**config.mk**
```make
export PLATFORM = sky130hd
export DESIGN_NAME = mono_rs_flat
export DESIGN_NICKNAME = d
export VERILOG_FILES = /design/src/rtl/mono_rs_if.sv /design/src/rtl/mono_rs.sv /design/src/flat_wrapper.sv
export SDC_FILE = /design/constraint.sdc
export NUM_CORES = 2
export LEC_CHECK = 0
export CAP_MARGIN = 10
export CORE_ASPECT_RATIO = 1.75
export CORE_MARGIN = 2
export CORE_UTILIZATION = 60
export DETAILED_ROUTE_END_ITERATION = 8
export HOLD_SLACK_MARGIN = 0.15
export PLACE_DENSITY_LB_ADDON = 0.2
export SLEW_MARGIN = 20
export SYNTH_ARGS = -nofsm -noshare
export SYNTH_HDL_FRONTEND = slang
export SYNTH_SLANG_ARGS = --single-unit
```
**constraint.sdc**
```tcl
create_clock -name clk -period 29.8 [get_ports clk]
set_input_delay 2.98 -clock clk [delete_from_list [all_inputs] [get_ports clk]]
set_output_delay 2.98 -clock clk [all_outputs]
set_load 0.05 [all_outputs]
```
**src/rtl/mono_rs_if.sv**
```systemverilog
// Dispatch, CDB wakeup and issue handshake bundle for mono_rs.
// master is the surrounding pipeline; slave is the reservation station.
interface mono_rs_if #(
    parameter int unsigned DEPTH     = 8,
    parameter int unsigned PRF_IDX_W = 6,
    parameter int unsigned PAYLOAD_W = 64,
    parameter int unsigned CDB_WIDTH = 2
);
    localparam int unsigned CNT_W = $clog2(DEPTH) + 1;

    logic                           flush;
    logic                           ds_valid;
    logic                           ds_ready;
    logic [PAYLOAD_W-1:0]           ds_payload;
    logic [PRF_IDX_W-1:0]           ds_rs1;
    logic [PRF_IDX_W-1:0]           ds_rs2;
    logic                           ds_rs1_rdy;
    logic                           ds_rs2_rdy;
    logic [CDB_WIDTH-1:0]           cdb_valid;
    logic [CDB_WIDTH*PRF_IDX_W-1:0] cdb_tag;
    logic                           iss_valid;
    logic                           iss_ready;
    logic [PAYLOAD_W-1:0]           iss_payload;
    logic [PRF_IDX_W-1:0]           iss_rs1;
    logic [PRF_IDX_W-1:0]           iss_rs2;
    logic [CNT_W-1:0]               occupancy;

    modport master (
        output flush, ds_valid, ds_payload, ds_rs1, ds_rs2, ds_rs1_rdy, ds_rs2_rdy,
        output cdb_valid, cdb_tag, iss_ready,
        input  ds_ready, iss_valid, iss_payload, iss_rs1, iss_rs2, occupancy
    );

    modport slave (
        input  flush, ds_valid, ds_payload, ds_rs1, ds_rs2, ds_rs1_rdy, ds_rs2_rdy,
        input  cdb_valid, cdb_tag, iss_ready,
        output ds_ready, iss_valid, iss_payload, iss_rs1, iss_rs2, occupancy
    );
endinterface

```
**src/rtl/mono_rs.sv**
```systemverilog
// Single-port, single-issue reservation station with age-matrix oldest-ready select.
// Define MONO_RS_ISSUE_BYPASS_EN to let a ready incoming uop issue in its dispatch cycle.
module mono_rs #(
    parameter int unsigned DEPTH     = 8,
    parameter int unsigned PRF_IDX_W = 6,
    parameter int unsigned PAYLOAD_W = 64,
    parameter int unsigned CDB_WIDTH = 2
) (
    input logic        clk,
    input logic        rst,
    mono_rs_if.slave   rs_if
);
    localparam int unsigned IDX_W = $clog2(DEPTH);
    localparam int unsigned CNT_W = IDX_W + 1;

    logic [DEPTH-1:0]     valid_q, valid_d;
    logic [DEPTH-1:0]     rdy1_q, rdy1_d;
    logic [DEPTH-1:0]     rdy2_q, rdy2_d;
    logic [PRF_IDX_W-1:0] rs1_q [DEPTH];
    logic [PRF_IDX_W-1:0] rs1_d [DEPTH];
    logic [PRF_IDX_W-1:0] rs2_q [DEPTH];
    logic [PRF_IDX_W-1:0] rs2_d [DEPTH];
    logic [PAYLOAD_W-1:0] payload_q [DEPTH];
    logic [PAYLOAD_W-1:0] payload_d [DEPTH];
    // age_q[i][j] set means entry i is older than entry j
    logic [DEPTH-1:0]     age_q [DEPTH];
    logic [DEPTH-1:0]     age_d [DEPTH];

    logic [CNT_W-1:0]     occ;
    logic                 ds_ready;
    logic [IDX_W-1:0]     alloc_idx;
    logic [DEPTH-1:0]     cand;
    logic [DEPTH-1:0]     sel_oh;
    logic [IDX_W-1:0]     sel_idx;
    logic                 any_cand;
    logic [PAYLOAD_W-1:0] sel_payload;
    logic [PRF_IDX_W-1:0] sel_rs1;
    logic [PRF_IDX_W-1:0] sel_rs2;
    logic                 in_rdy1;
    logic                 in_rdy2;
    logic                 dispatch_ok;
    logic                 bypass;
    logic                 stored_iss;
    logic                 issue_fire;
    logic                 alloc;

    function automatic logic cdb_hit(
        input logic [PRF_IDX_W-1:0]           tag,
        input logic [CDB_WIDTH-1:0]           vld,
        input logic [CDB_WIDTH*PRF_IDX_W-1:0] tags
    );
        logic hit;
        hit = 1'b0;
        for (int k = 0; k < CDB_WIDTH; k++) begin
            if (vld[k] && (tags[k*PRF_IDX_W +: PRF_IDX_W] == tag)) begin
                hit = 1'b1;
            end
        end
        return hit;
    endfunction

    always_comb begin
        occ = '0;
        for (int i = 0; i < DEPTH; i++) begin
            occ = occ + CNT_W'(valid_q[i]);
        end
    end

    assign ds_ready = (occ < CNT_W'(DEPTH));

    always_comb begin
        alloc_idx = '0;
        for (int i = DEPTH - 1; i >= 0; i--) begin
            if (!valid_q[i]) begin
                alloc_idx = IDX_W'(i);
            end
        end
    end

    assign cand     = valid_q & rdy1_q & rdy2_q;
    assign any_cand = |cand;

    // A candidate wins unless some other candidate is older than it.
    always_comb begin
        for (int i = 0; i < DEPTH; i++) begin
            sel_oh[i] = cand[i];
            for (int j = 0; j < DEPTH; j++) begin
                if ((j != i) && cand[j] && age_q[j][i]) begin
                    sel_oh[i] = 1'b0;
                end
            end
        end
    end

    always_comb begin
        sel_idx     = '0;
        sel_payload = '0;
        sel_rs1     = '0;
        sel_rs2     = '0;
        for (int i = 0; i < DEPTH; i++) begin
            if (sel_oh[i]) begin
                sel_idx     = IDX_W'(i);
                sel_payload = sel_payload | payload_q[i];
                sel_rs1     = sel_rs1 | rs1_q[i];
                sel_rs2     = sel_rs2 | rs2_q[i];
            end
        end
    end

    assign in_rdy1 = rs_if.ds_rs1_rdy || (rs_if.ds_rs1 == '0) ||
                     cdb_hit(rs_if.ds_rs1, rs_if.cdb_valid, rs_if.cdb_tag);
    assign in_rdy2 = rs_if.ds_rs2_rdy || (rs_if.ds_rs2 == '0) ||
                     cdb_hit(rs_if.ds_rs2, rs_if.cdb_valid, rs_if.cdb_tag);

    assign dispatch_ok = rs_if.ds_valid && ds_ready && !rs_if.flush;
    assign stored_iss  = any_cand && !rs_if.flush;

`ifdef MONO_RS_ISSUE_BYPASS_EN
    assign bypass = !any_cand && dispatch_ok && in_rdy1 && in_rdy2;
`else
    assign bypass = 1'b0;
`endif

    assign issue_fire = stored_iss && rs_if.iss_ready;
    // A bypassed uop that the FU takes immediately never occupies an entry.
    assign alloc      = dispatch_ok && !(bypass && rs_if.iss_ready);

    assign rs_if.ds_ready    = ds_ready;
    assign rs_if.occupancy   = occ;
    assign rs_if.iss_valid   = stored_iss || bypass;
    assign rs_if.iss_payload = stored_iss ? sel_payload :
                               (bypass ? rs_if.ds_payload : '0);
    assign rs_if.iss_rs1     = stored_iss ? sel_rs1 : (bypass ? rs_if.ds_rs1 : '0);
    assign rs_if.iss_rs2     = stored_iss ? sel_rs2 : (bypass ? rs_if.ds_rs2 : '0);

    always_comb begin
        valid_d   = valid_q;
        rs1_d     = rs1_q;
        rs2_d     = rs2_q;
        payload_d = payload_q;
        age_d     = age_q;
        for (int i = 0; i < DEPTH; i++) begin
            rdy1_d[i] = rdy1_q[i] | cdb_hit(rs1_q[i], rs_if.cdb_valid, rs_if.cdb_tag);
            rdy2_d[i] = rdy2_q[i] | cdb_hit(rs2_q[i], rs_if.cdb_valid, rs_if.cdb_tag);
        end

        if (issue_fire) begin
            valid_d[sel_idx] = 1'b0;
            age_d[sel_idx]   = '0;
            for (int j = 0; j < DEPTH; j++) begin
                age_d[j][sel_idx] = 1'b0;
            end
        end

        if (alloc) begin
            for (int j = 0; j < DEPTH; j++) begin
                age_d[j][alloc_idx] = valid_d[j];
            end
            age_d[alloc_idx]     = '0;
            valid_d[alloc_idx]   = 1'b1;
            rs1_d[alloc_idx]     = rs_if.ds_rs1;
            rs2_d[alloc_idx]     = rs_if.ds_rs2;
            rdy1_d[alloc_idx]    = in_rdy1;
            rdy2_d[alloc_idx]    = in_rdy2;
            payload_d[alloc_idx] = rs_if.ds_payload;
        end

        if (rs_if.flush) begin
            valid_d = '0;
            for (int i = 0; i < DEPTH; i++) begin
                age_d[i] = '0;
            end
        end
    end

    always_ff @(posedge clk or posedge rst) begin
        if (rst) begin
            valid_q <= '0;
            rdy1_q  <= '0;
            rdy2_q  <= '0;
            for (int i = 0; i < DEPTH; i++) begin
                rs1_q[i]     <= '0;
                rs2_q[i]     <= '0;
                payload_q[i] <= '0;
                age_q[i]     <= '0;
            end
        end else begin
            valid_q   <= valid_d;
            rdy1_q    <= rdy1_d;
            rdy2_q    <= rdy2_d;
            rs1_q     <= rs1_d;
            rs2_q     <= rs2_d;
            payload_q <= payload_d;
            age_q     <= age_d;
        end
    end
endmodule

```
**src/flat_wrapper.sv**
```systemverilog
// flat-port wrapper written by rule: the top's interface ports become plain ports
module mono_rs_flat 
#(
    parameter int unsigned DEPTH     = 8,
    parameter int unsigned PRF_IDX_W = 6,
    parameter int unsigned PAYLOAD_W = 64,
    parameter int unsigned CDB_WIDTH = 2
)
  (clk, rst, rs_if_flush, rs_if_ds_valid, rs_if_ds_payload, rs_if_ds_rs1, rs_if_ds_rs2, rs_if_ds_rs1_rdy, rs_if_ds_rs2_rdy, rs_if_cdb_valid, rs_if_cdb_tag, rs_if_iss_ready, rs_if_ds_ready, rs_if_iss_valid, rs_if_iss_payload, rs_if_iss_rs1, rs_if_iss_rs2, rs_if_occupancy);
  mono_rs_if #(.DEPTH(DEPTH), .PRF_IDX_W(PRF_IDX_W), .PAYLOAD_W(PAYLOAD_W), .CDB_WIDTH(CDB_WIDTH)) rs_if_i ();
  input logic clk;
  input logic rst;
  input wire logic [$bits(rs_if_i.flush)-1:0] rs_if_flush;
  input wire logic [$bits(rs_if_i.ds_valid)-1:0] rs_if_ds_valid;
  input wire logic [$bits(rs_if_i.ds_payload)-1:0] rs_if_ds_payload;
  input wire logic [$bits(rs_if_i.ds_rs1)-1:0] rs_if_ds_rs1;
  input wire logic [$bits(rs_if_i.ds_rs2)-1:0] rs_if_ds_rs2;
  input wire logic [$bits(rs_if_i.ds_rs1_rdy)-1:0] rs_if_ds_rs1_rdy;
  input wire logic [$bits(rs_if_i.ds_rs2_rdy)-1:0] rs_if_ds_rs2_rdy;
  input wire logic [$bits(rs_if_i.cdb_valid)-1:0] rs_if_cdb_valid;
  input wire logic [$bits(rs_if_i.cdb_tag)-1:0] rs_if_cdb_tag;
  input wire logic [$bits(rs_if_i.iss_ready)-1:0] rs_if_iss_ready;
  output wire logic [$bits(rs_if_i.ds_ready)-1:0] rs_if_ds_ready;
  output wire logic [$bits(rs_if_i.iss_valid)-1:0] rs_if_iss_valid;
  output wire logic [$bits(rs_if_i.iss_payload)-1:0] rs_if_iss_payload;
  output wire logic [$bits(rs_if_i.iss_rs1)-1:0] rs_if_iss_rs1;
  output wire logic [$bits(rs_if_i.iss_rs2)-1:0] rs_if_iss_rs2;
  output wire logic [$bits(rs_if_i.occupancy)-1:0] rs_if_occupancy;
  assign rs_if_i.flush = rs_if_flush;
  assign rs_if_i.ds_valid = rs_if_ds_valid;
  assign rs_if_i.ds_payload = rs_if_ds_payload;
  assign rs_if_i.ds_rs1 = rs_if_ds_rs1;
  assign rs_if_i.ds_rs2 = rs_if_ds_rs2;
  assign rs_if_i.ds_rs1_rdy = rs_if_ds_rs1_rdy;
  assign rs_if_i.ds_rs2_rdy = rs_if_ds_rs2_rdy;
  assign rs_if_i.cdb_valid = rs_if_cdb_valid;
  assign rs_if_i.cdb_tag = rs_if_cdb_tag;
  assign rs_if_i.iss_ready = rs_if_iss_ready;
  assign rs_if_ds_ready = rs_if_i.ds_ready;
  assign rs_if_iss_valid = rs_if_i.iss_valid;
  assign rs_if_iss_payload = rs_if_i.iss_payload;
  assign rs_if_iss_rs1 = rs_if_i.iss_rs1;
  assign rs_if_iss_rs2 = rs_if_i.iss_rs2;
  assign rs_if_occupancy = rs_if_i.occupancy;
  mono_rs #(.DEPTH(DEPTH), .PRF_IDX_W(PRF_IDX_W), .PAYLOAD_W(PAYLOAD_W), .CDB_WIDTH(CDB_WIDTH)) u_core (.clk(clk), .rst(rst), .rs_if(rs_if_i));
endmodule
```
==> results.md <==
- Synth area leaders: dfrtp_1, nand2_1, clkbuf_1
- Maximum fanout along the worst path: 50
- Power density of the placed cells: a little over 60 nW/um2
- Number of gates resized after CTS: 0
- Number of routed nets with antenna violations: 0
- Result of the run: complete, no violations
- Adder-cell share of the synthesized area: 0.003564
- Primary FF master, synth: dfrtp_1
- Data required time at the worst endpoint: 26.82 ns
- Distinct cell type count of the synthesized netlist: 62
- Synthesized area per cell: between 8 and 9 um2
- Post-synthesis compound-gate area fraction: 0.1123
- Reg2reg setup slack: about 24 ns
- Setup Viol. Count Final: 0
- Die Wd: approximately 180 um
- Share of the cycle needed by the critical path after routing: 0.3078
- Hold Path End: u_core.payload_q[146]$_DFFE_PP0P_
- Number of DRC violations after detailed-routing iteration 0: ~4000
- Setup crit start kind: primary input
- Number of flops mapped to enable cells by yosys: 0
- Hold Crit Class: register to register
- Hold violation count in the final report: 0
- Master of the slowest instance on the critical path: clkdlybuf4s50_1
- Switching share of total power: 0.3007
- Setup Buffers After CTS: 0
- Insertion delay of the later-clocked pin in the worst-skew pair: around 0.64 ns
- Total clock buffers created by CTS: 59
- Largest stage delay on the critical path: between 0.8 and 0.9 ns
- Number of cells on the worst hold path: 2
- Max Cap Violations: 0
- Clock root cell: clkbuf_16
- Timing-limited maximum frequency: 0.1090 GHz
- Portion of total power attributed to combinational logic: 0.144
- End of the worst register-to-register path: u_core.rdy2_q[6]$_DFF_PP0_
- Clock sink count: 688
- Nature of the critical path endpoint: output port
- Count of input and output buffers: approximately 180
- Max clock buf depth: 3
- Remaining Overflow, GRT: 0
- FF+latch count, synth: a little under 700
- Count of pins on the block boundary: about 180
- Post-Route Skew: between 0.015 and 0.02 ns
- First-pass GRT wire length: between 150 and 200 mm
- CTS tree: done
- Routed vias/inst: around 6.7
- Post-Synthesis Cell Area: 33000 um2
- IR Drop Worst-Case VDD: approximately 55 uV
- Sequential area share after synthesis: 0.5217
- Number of nets in the synthesized netlist: 3874
- Initial antenna violation count: 5
- Placed wire-length estimate after detailed placement: roughly 68 mm
- Min-Delay Startpoint: u_core.payload_q[146]$_DFFE_PP0P_
- Die outline area: 56970 um2
- Number of placed cells counting well taps: between 4000 and 5000
- RSZ-0062 raised after global routing: false
- Slew HR: 0.1637
- Clock-pin transition on the worst setup and hold timing paths: roughly 0.06 ns
- Fraction of synthesized cell area in xor and xnor cells: 0.05759
- Cells after synthesis: roughly 3800
- Area of the placeable core: about 54000 um2
- Worst setup path category: primary input to output port
- Critical register-to-register path startpoint: u_core.valid_q[1]$_DFF_PP0_
- Multiplexer area fraction after synthesis: 0.02214
- Total number of nets in the final design: 3819
- Wire length per cell: between 20 and 30 um
- Worst-case reg-to-reg path depth: 13
- Fin. max-slew vios: 0
- Routability congestion estimate: approximately 0.99
- Largest net degree at the start of global routing: roughly 180
- Leakage: 18.02 nW
- Worst hold margin: ~0.47 ns
- Via count of the first global-routing pass: 30390
- Top cell type by total area after synthesis: dfrtp_1
- Sequential group share of total power: 0.513
- Share of total power in the clock network: 0.343
- Initial core utilization: 0.6078
- Final standard cell count with taps included and fillers excluded: roughly 4500
- Final Routed Wirelength: around 120 mm
- Height of the die: about 310 um
- Net switching power figure: between 0.6 and 0.7 mW
- Synth top area share: 0.5217
- Share of final-layout standard cells stronger than drive strength 1: 0.06700
- Final critical path time including I/O delays and setup: 9.173 ns
- Signed area change from the synthesized netlist to the final layout: 11.42%
- Iteration count of the initial detailed-routing pass: 7
- H-tree levels: 2
- Remaining routing DRC violations: 0
- Number of vias after detailed routing: 29680
- Fin Setup TNS: 0 ns
- Simple logic cell fraction of the synthesized area: 0.2379
- Hold-fix buffers at CTS: 0
- Dominant combinational cell family by area after synthesis: simple AND/OR/NAND/NOR gates
- Arr. time, crit path: about 6.2 ns
- Transition time at the pin with the least slew margin: approximately 1.2 ns
- GR Util All Layers: 0.4164
- Async set-or-reset flop fraction in the synthesized netlist: 1.000
- Placement Rows: roughly 110
- Total number of yosys warnings: 0
- CP Cell Sequence: clkdlybuf4s50_1, buf_4, inv_1, o31ai_4, buf_4, a31oi_1, clkdlybuf4s50_1
- Power Internal: ~1.6 mW
critical path: cells and delay by family:
family | cells | cell delay [ns]
buffers and inverters | 5 | 2.54
AO/OA/AOI/OAI | 2 | 0.64
how the worst max path moves through the flow:
stage / cells past startpoint / to / slack (ns) / start
2_1_floorplan: 1 / u_core.age_q[0]$_DFF_PP0_ / 7.53 / rst
3_3_place_gp: 7 / rs_if_iss_payload[63] / 20.85 / rs_if_flush
3_5_place_dp: 7 / rs_if_iss_payload[63] / 20.76 / rs_if_flush
4_1_cts: 7 / rs_if_iss_payload[63] / 20.75 / rs_if_flush
5_1_grt: 7 / rs_if_iss_payload[63] / 20.59 / rs_if_flush
6_report: 7 / rs_if_iss_payload[63] / 20.63 / rs_if_flush
logic make-up after synthesis:
family                     count (synthesis)
AOI/OAI and AO/OA                        472
xor gates and xnor gates                 217
adders and majority gates                  7
buffers and inverters                    369
DFF                                      688
muxes                                     65
and+or+nand+nor                         1952
state kept, by name, indices dropped and copies added, names as in the netlist:
name and cells:
u_core.valid_q 8, u_core.rs1_q 48, u_core.rdy1_q 8, u_core.age_q 56, u_core.rdy2_q 8, u_core.rs2_q 48
u_core.payload_q 512
power by group through the flow:
stage	Sequential, mW	Combinational [mW]	Clock [mW]
2_1_floorplan	1.14	0.231	0
3_3_place_gp	1.17	0.306	0
3_5_place_dp	1.17	0.319	0
4_1_cts	1.16	0.322	0.782
5_1_grt	1.17	0.361	0.818
6_report	1.17	0.328	0.780
Yosys cell counts, drive strengths merged, types with 3 or more instances:
cell type,number
a21oi,68
a21o,4
a221oi,75
nor4,57
o2111ai,11
or2,3
fa,4
nand4,65
nor2,22
mux2,64
o31ai,10
a211oi,6
dfrtp,688
xor2,108
o32ai,8
nor3,14
a31oi,76
or4,3
buf,71
ha,3
nand3,18
and2,5
nand2,1737
o211ai,7
clkbuf,275
nand3b,5
inv,23
o311a,3
a222oi,65
a22oi,31
and3b,4
nand2b,4
o21ai,14
xnor2,109
a22o,78
o2bb2ai,4
and3,12
area by class of cell:
class,instances,area [um2]
antenna,3,7.507
timing repair buffer,230,2208
inverter,23,93.84
clock buffer,90,1785
clock inverter,17,125.1
fill,4241,17520
sequential,688,17220
multi-input combinational,2713,14470
tap,690,863.3
cells in the final DEF, fill, tap and decap left out, drive strengths merged, types with 8 or more instances in the layout:
master,n
a21oi,68
a221oi,75
a222oi,65
a22o,78
a22oi,31
a31oi,76
and3,12
buf,53
clkbuf,90
clkdlybuf4s50,177
clkinv,12
dfrtp,688
inv,24
mux2,64
nand2,1737
nand3,18
nand4,65
nor2,22
nor3,14
nor4,57
o2111ai,11
o21ai,14
o31ai,10
o32ai,8
xnor2,109
xor2,108
metrics by stage:
| stage | power (mW) | utilization | cell area, um2 | setup WS [ns] |
|---|---|---|---|---|
| after floorplan | 1.368 | - | 33000 | 7.530 |
| after global placement | 1.471 | 0.6415 | 34830 | 20.85 |
| after detailed placement | 1.493 | 0.6415 | 34830 | 20.76 |
| after CTS | 2.261 | 0.6767 | 36740 | 20.75 |
| after global routing | 2.351 | 0.6772 | 36770 | 20.59 |
| final | 2.274 | 0.6772 | 36770 | 20.63 |
per-layer routing:
metal	vias to the layer above	part of all wire	wire, um	track usage
met1	14470	0.34	39730	0.4859
li1	12430	-	-	-
met2	2153	0.48	56300	0.6791
met5	-	0.00020	24	0
met3	623	0.10	12140	0.08225
met4	4	0.084	9971	0.3208
Note: power is estimated with default switching activity, not from simulation.
